<file path="src/rtl/game_retract_pkg.sv">
// game_retract_pkg: state width, header/map split, history depth and command encodings for the game core
package game_retract_pkg;
  localparam int W = 134;
  localparam int HDR_W = 6;
  localparam int MAP_W = 128;
  localparam int DEPTH = 8;
  typedef enum logic [1:0] {
    SEL_INIT    = 2'd0,
    SEL_MOVE    = 2'd1,
    SEL_RETRACT = 2'd2,
    SEL_HOLD    = 2'd3
  } sel_e;
  typedef struct packed {
    logic [HDR_W-1:0] hdr;
    logic [MAP_W-1:0] map;
  } state_t;
endpackage

</file>
<file path="src/rtl/game_retract_stack.sv">
// retract_stack: LIFO of W-bit states, overwrites the oldest when full (ports: clk, rst_n, push, pop, clr, din -> top, empty)
module retract_stack import game_retract_pkg::*; #(
  parameter int W = game_retract_pkg::W,
  parameter int DEPTH = game_retract_pkg::DEPTH
) (
  input  logic         clk,
  input  logic         rst_n,
  input  logic         push,
  input  logic         pop,
  input  logic         clr,
  input  logic [W-1:0] din,
  output logic [W-1:0] top,
  output logic         empty
);
  localparam int PW = $clog2(DEPTH);
  localparam logic [PW:0] FULL = (PW+1)'(DEPTH);
  logic [W-1:0] mem [DEPTH];
  logic [PW-1:0] ptr, top_idx;
  logic [PW:0] cnt;
  assign top_idx = ptr - 1'b1;
  assign top = mem[top_idx];
  assign empty = cnt == '0;
  always_ff @(posedge clk)
    if (push) mem[ptr] <= din;
  always_ff @(posedge clk or negedge rst_n)
    if (!rst_n) begin
      ptr <= '0;
      cnt <= '0;
    end else if (clr) begin
      ptr <= '0;
      cnt <= '0;
    end else if (push) begin
      ptr <= ptr + 1'b1;
      cnt <= cnt == FULL ? cnt : cnt + 1'b1;
    end else if (pop && !empty) begin
      ptr <= ptr - 1'b1;
      cnt <= cnt - 1'b1;
    end
endmodule

</file>
<file path="src/rtl/game_retract.sv">
// game_retract: undo engine holding committed state plus bounded history (ports: clk, rst_n, game_state_en, sel, game_state_int/bm/mm -> game_state, real_retract)
module game_retract import game_retract_pkg::*; #(
  parameter int W = game_retract_pkg::W,
  parameter int DEPTH = game_retract_pkg::DEPTH
) (
  input  logic         clk,
  input  logic         rst_n,
  input  logic         game_state_en,
  input  logic [1:0]   sel,
  input  logic [W-1:0] game_state_int,
  input  logic [W-1:0] game_state_bm,
  input  logic [W-1:0] game_state_mm,
  output logic [W-1:0] game_state,
  output logic         real_retract
);
  logic push, pop, clr, empty;
  logic [W-1:0] top;
  assign clr  = game_state_en && sel == SEL_INIT;
  assign push = game_state_en && sel == SEL_MOVE;
  assign pop  = game_state_en && sel == SEL_RETRACT && !empty;
  retract_stack #(.W(W), .DEPTH(DEPTH)) u_stack (
    .clk(clk), .rst_n(rst_n), .push(push), .pop(pop), .clr(clr),
    .din(game_state_bm), .top(top), .empty(empty)
  );
  always_ff @(posedge clk or negedge rst_n)
    if (!rst_n) begin
      game_state <= '0;
      real_retract <= 1'b0;
    end else begin
      real_retract <= pop;
      game_state <= clr ? game_state_int : push ? game_state_mm : pop ? top : game_state;
    end
endmodule

</file>
<file path="config.mk">
export PLATFORM = sky130hd
export DESIGN_NAME = game_retract
export DESIGN_NICKNAME = d
export VERILOG_FILES = /design/src/rtl/game_retract_pkg.sv /design/src/rtl/game_retract_stack.sv /design/src/rtl/game_retract.sv
export SDC_FILE = /design/constraint.sdc
export NUM_CORES = 1
export LEC_CHECK = 0
export CORE_UTILIZATION = 45
export DETAILED_ROUTE_END_ITERATION = 10
export PLACE_DENSITY = 0.66
export SLEW_MARGIN = 20
export SYNTH_ARGS = -nofsm -noshare
export SYNTH_HDL_FRONTEND = slang
export SYNTH_SLANG_ARGS = --single-unit
</file>
<file path="constraint.sdc">
create_clock -name clk -period 30.9 [get_ports clk]
set_input_delay 7.725 -clock clk [delete_from_list [all_inputs] [get_ports clk]]
set_output_delay 7.725 -clock clk [all_outputs]
set_load 0.01 [all_outputs]
</file>
; Yosys cells after proc, flatten, opt, wreduce, memory -nomap -nowiden
; Memories as Yosys holds them, arrays and structs flattened.
; Cells that the tools add are included.
[totals]
memories = 1
word_cells = 36
regBits = 142
mem_bits_rw = 1072
[memory_table]
columns = name, words, word_bits, rd, rd_clocked_by_memory_dff, write_ports, line
row1 = u_stack.mem, 8, 134, 1, 0, 1, game_retract_stack.sv:17  ; logic [W-1:0] mem [DEPTH];
[op_classes]
reduce_logical = 11
eq_ne = 4
n_mux = 12
n_addsub = 4
[op_table]
columns = operator, n
row1 = 2-to-1 mux 134 bit, 3
row2 = 2-to-1 mux 4 bit, 4
row3 = 2-to-1 mux 3 bit, 3
row4 = nonzero test 3 bit, 2
row5 = logical AND 1 bit, 5
row6 = adder 4 x 1 -> 4 bit (second input constant), 1
row7 = equality test 4 bit (second input constant), 1
row8 = logical NOT 4 bit, 1
row9 = subtractor 4 x 1 -> 4 bit (second input constant), 1
row10 = adder 3 x 1 -> 3 bit (second input constant), 1
row11 = inequality test 3 bit (second input constant), 1
row12 = subtractor 3 x 1 -> 3 bit (second input constant), 1
row13 = equality test 2 x 1 -> 1 bit (second input constant), 1
row14 = equality test 2 bit (second input constant), 1
row15 = logical NOT 2 bit, 1
row16 = 2-to-1 mux 1 bit, 2
row17 = AND reduction 2 bit, 1
row18 = logical NOT 1 bit, 1

; Logic depth before layout (Yosys ltp)
[depth]
ltp_word = 7
mapped_depth = 11
ltp_nobuf = 7

; Hierarchy
; A second synthesis with hierarchy kept.
[hier_totals]
hier_cells = 2222
area_unflattened_um2 = 47620.7
[by_module_without_submodules]
columns = mod, area_each_um2, seq_area_each_um2, instances, cells_per_inst
row1 = retract_stack, 40736.6, 32366.0, 1, 1619
row2 = game_retract, 6884.1, 3378.2, 1, 603

; Worst setup path before layout
; Ideal clock, no wire load.
[synth_path]
kind = in2reg
from = input port sel[1]
to = memory u_stack.mem[0][0], enable pin
slack_ns = 9.109
path_stages = 4
setup_ns = 0.955
required_time_ns = 29.945
arrival_time_ns = 20.835
cell_sequence = and3b_1 -> clkbuf_1 -> inv_2 -> nor4_1
[synth_between]
elab_chain_cells = 4
[synth_lines]
columns = item, line
row1 = "start, declared", game_retract.sv:9  ; input logic [1:0] sel,
row2 = equality test 2 x 1 -> 1 bit, game_retract.sv:19  ; assign push = game_state_en && sel == SEL_MOVE;
row3 = logical AND 1 bit, game_retract.sv:19
row4 = 2-to-1 mux 1 bit, game_retract_stack.sv:24  ; if (push) mem[ptr] <= din;
row5 = 2-to-1 mux 1 bit (not written as such), game_retract_stack.sv:24
row6 = "end, declared", game_retract_stack.sv:17
; No other way between the ends.

; Worst setup path in the final report
[layout_path]
from = input port game_state_en
to = memory u_stack.mem[1][82], enable pin
[layout_between]
elab_chain_cells = 3
[layout_lines]
columns = item, line
row1 = "start, declared", game_retract.sv:8  ; input logic game_state_en,
row2 = logical AND 1 bit, game_retract.sv:19
row3 = 2-to-1 mux 1 bit, game_retract_stack.sv:24
row4 = 2-to-1 mux 1 bit (not written as such), game_retract_stack.sv:24
; No other way between the ends.

==> results.txt <==
Core area -> 104,000 µm²
Placement Rows -> 118
Resize count post-CTS -> 0
1st-pass router iterations -> 5
Register area share after synthesis -> 75.4%
Routed WL per cell -> 25.1 µm
Syn Nets -> 2,825
Most used cell along the critical path -> buf_4
Yosys warns -> 0
RSZ-0062 raised after global routing -> false
Delay-heaviest family, CP -> buffers and inverters
Tcrit/Tclk final -> 35.3%
LEAKAGE -> 19.6 nW
Postcts setup bufs -> 0
Final routed DRC violation total -> 0
Final setup fails -> 0
Die Height -> 326 µm
Area Growth Syn to Fin -> 23.1%
DPL Wire Length -> 64.7 mm
Drt first-iter violations -> 1,948
CP max stage delay -> 0.78 ns
Post-CTS Hold Fix Bufs -> 0
Distinct cells, synth -> 39
Tot Pwr -> 5.17 mW
Worst-skew pair later-pin latency -> 0.68 ns
Least-Margin Pin Slew -> 1.08 ns
CTS tree -> built
Fin. max-slew vios -> 0
Die X -> 326 µm
Max H-tree Level -> 3
Max Cap Viol -> 0
Hold Vio Cnt, Final -> 0
Final net count -> 3,380
Vias per inst -> 5.56
Worst Path Max Fanout -> 50
Layout fillers -> 7,911
CTS Sinks -> 1,214
Worst R2R Setup Slack -> 26.85 ns
Initial antenna violation count -> 25
EDFF count, synth -> 1,072
Num CTS Buffers -> 120
Grt ovf -> 0
Final Critical Period -> 10.90 ns
Status -> finished, final reports clean
Non-filler cells, final -> 4,458
PortBufs -> 541
Syn Inst Count -> 2,414
Ys flop type -> edfxtp_1
PwrDens -> 88.6 nW/µm²
Multi-input gate area -> 11,000 µm²
CP max stage cell -> buf_4
Avg Cell Area, Syn -> 19.6 µm²
Initial core utilization -> 45.6%
Synthesized flop and latch total -> 1,214
Placed Cells -> 4,225
Critical path type -> in2reg
Relative slew slack -> 27.9%
Critical Path End Type -> flip-flop
Total Routing Usage GR -> 20.9%
Post-Route WL -> 112 mm
Register area -> 35,700 µm²
Worst Hold Class -> reg2reg
Vias -> 24,789
Vias in the first global route -> 26,087
Crit-path cells -> clkdlybuf4s50_1 -> and3b_1 -> nand2_1 -> nor3_4 -> buf_4 -> buf_4
Mapped cell area -> 47,400 µm²
Asr flop ratio synth -> 11.7%
Clk_skew -> 0.0242 ns
Setup TNS Final -> 0 ns
Worst Path Arrival -> 11.19 ns
Reg clk slew, reported paths -> 0.06 ns
Max Buffers Root-to-Sink -> 3
FMAX -> 0.0917 GHz
First-pass GRT wire length -> 166 mm
Layout cell share with drive strength beyond 1 -> 16.7%
Worst Setup Start Kind -> input port
Routed Antenna Nets -> 0
GPL Wtd Cong -> 0.794
Clk root buf -> clkbuf_16
Worst EP required -> 31.19 ns
Worst vdd rail ir drop -> 0.000111 V
Worst path bufs/invs -> 3
Largest net degree at the start of global routing -> 139
# IOs -> 542
Die area -> 107,000 µm²
-- state kept, by name (all words and copies together) (netlist names) --
signal        count
u_stack.mem    1072
u_stack.cnt       4
game_state      134
u_stack.ptr       3
real_retract      1
-- layout by cell type, fill, tap and decap left out, drive strengths merged, types with 2 or more instances in the layout --
master         count
a21oi            244
a22o               3
a31oi              3
buf               37
bufinv            12
clkbuf           170
clkdlybuf4s50    539
clkinv            38
clkinvlp           3
dfrtp            142
diode              5
edfxtp          1072
ha                 4
inv               10
mux2i            215
mux4             268
nand2              7
nand2b             2
nor2             193
nor3               5
o211ai             3
o21ai             85
xnor2              2
xor2               3
-- report_power, final --
group / switching (mW) / total (mW) / leakage, nW / internal (mW)
sequential: 0.0907 / 2.03 / 11.3 / 1.94
clock: 0.602 / 1.47 / 1.98 / 0.864
combinational: 0.859 / 1.67 / 6.31 / 0.813
total: 1.55 / 5.17 / 19.6 / 3.62
-- path summary, 6_finish.rpt --
check | cells after the start | from | endpoint
worst min-delay path | 2 | game_state[127]$_DFFE_PN0P_ | game_state[127]$_DFFE_PN0P_
worst max register to register | 6 | u_stack.ptr[0]$_DFFE_PN0P_ | game_state[86]$_DFFE_PN0P_
max in group asynchronous | 2 | rst_n | game_state[80]$_DFFE_PN0P_
min in group asynchronous | 1 | rst_n | game_state[25]$_DFFE_PN0P_
worst max-delay path | 6 | game_state_en | u_stack.mem[1][82]$_DFFE_PP_
worst min register to register | 2 | game_state[127]$_DFFE_PN0P_ | game_state[127]$_DFFE_PN0P_
-- synth_stat cells (all sizes together), types with 2 or more instances --
cell type	number	share of area (%)
mux2i	215	4.5
buf	83	1.0
a31oi	3	0.053
xnor2	2	0.037
a22o	3	0.055
mux4	268	13
dfrtp	142	7.5
clkbuf	61	0.49
nand2b	2	0.026
edfxtp	1072	68
nand2	7	0.055
xor2	3	0.055
o211ai	3	0.048
o21ai	85	0.90
a21oi	244	2.6
nor3	5	0.053
ha	4	0.11
nor2	193	1.5
inv	6	0.048
-- through the flow --
step	hold slack, ns	instance area (µm²)	setup slack (ns)	utilization, %
after floorplan	0.528	47400	9.11	-
after global placement	0.481	54300	19.08	52.2
after detailed placement	0.482	54300	19.03	52.2
after CTS	0.494	58300	19.72	56.1
after global routing	0.512	58300	19.85	56.1
final	0.491	58300	20.00	56.1
-- routing by layer --
metal  routed length (µm)  global-route usage, %  part of all wire [%]  vias to the layer above
met1                45500                   27.2                    41                    12900
met3                 7390                   4.67                   6.6                      182
met4                 2120                   5.35                   1.9                       26
met2                56500                   35.8                    51                      796
li1                     -                      -                     -                    10885
met5                  178                      0                  0.16                        -
-- cells by family after synthesis --
| group | Yosys count | share of synthesized area (%) |
|---|---|---|
| DFF | 1214 | 75.4 |
| xor gates and xnor gates | 5 | 0.0924 |
| muxes | 484 | 17.3 |
| buffers and inverters | 150 | 1.57 |
| and+or+nand+nor | 214 | 1.78 |
| AOI/OAI and AO/OA | 343 | 3.72 |
| adders and majority gates | 4 | 0.106 |
-- layout make-up --
cell class	instances	share of cell area [%]
Multi-Input combinational cell	1050	18.9
Tap cell	1380	2.96
Clock buffer	169	5.81
Inverter	6	0.0386
Sequential cell	1214	61.3
Antenna cell	5	0.0214
Timing Repair Buffer	577	9.94
Clock inverter	57	1.09
-- worst min-delay path, cell delays in order (launching register included) --
cell and delay, ns:
dfrtp_1 0.34, a21oi_1 0.06, o21ai_0 0.06
(Power assumes the default switching activity.)
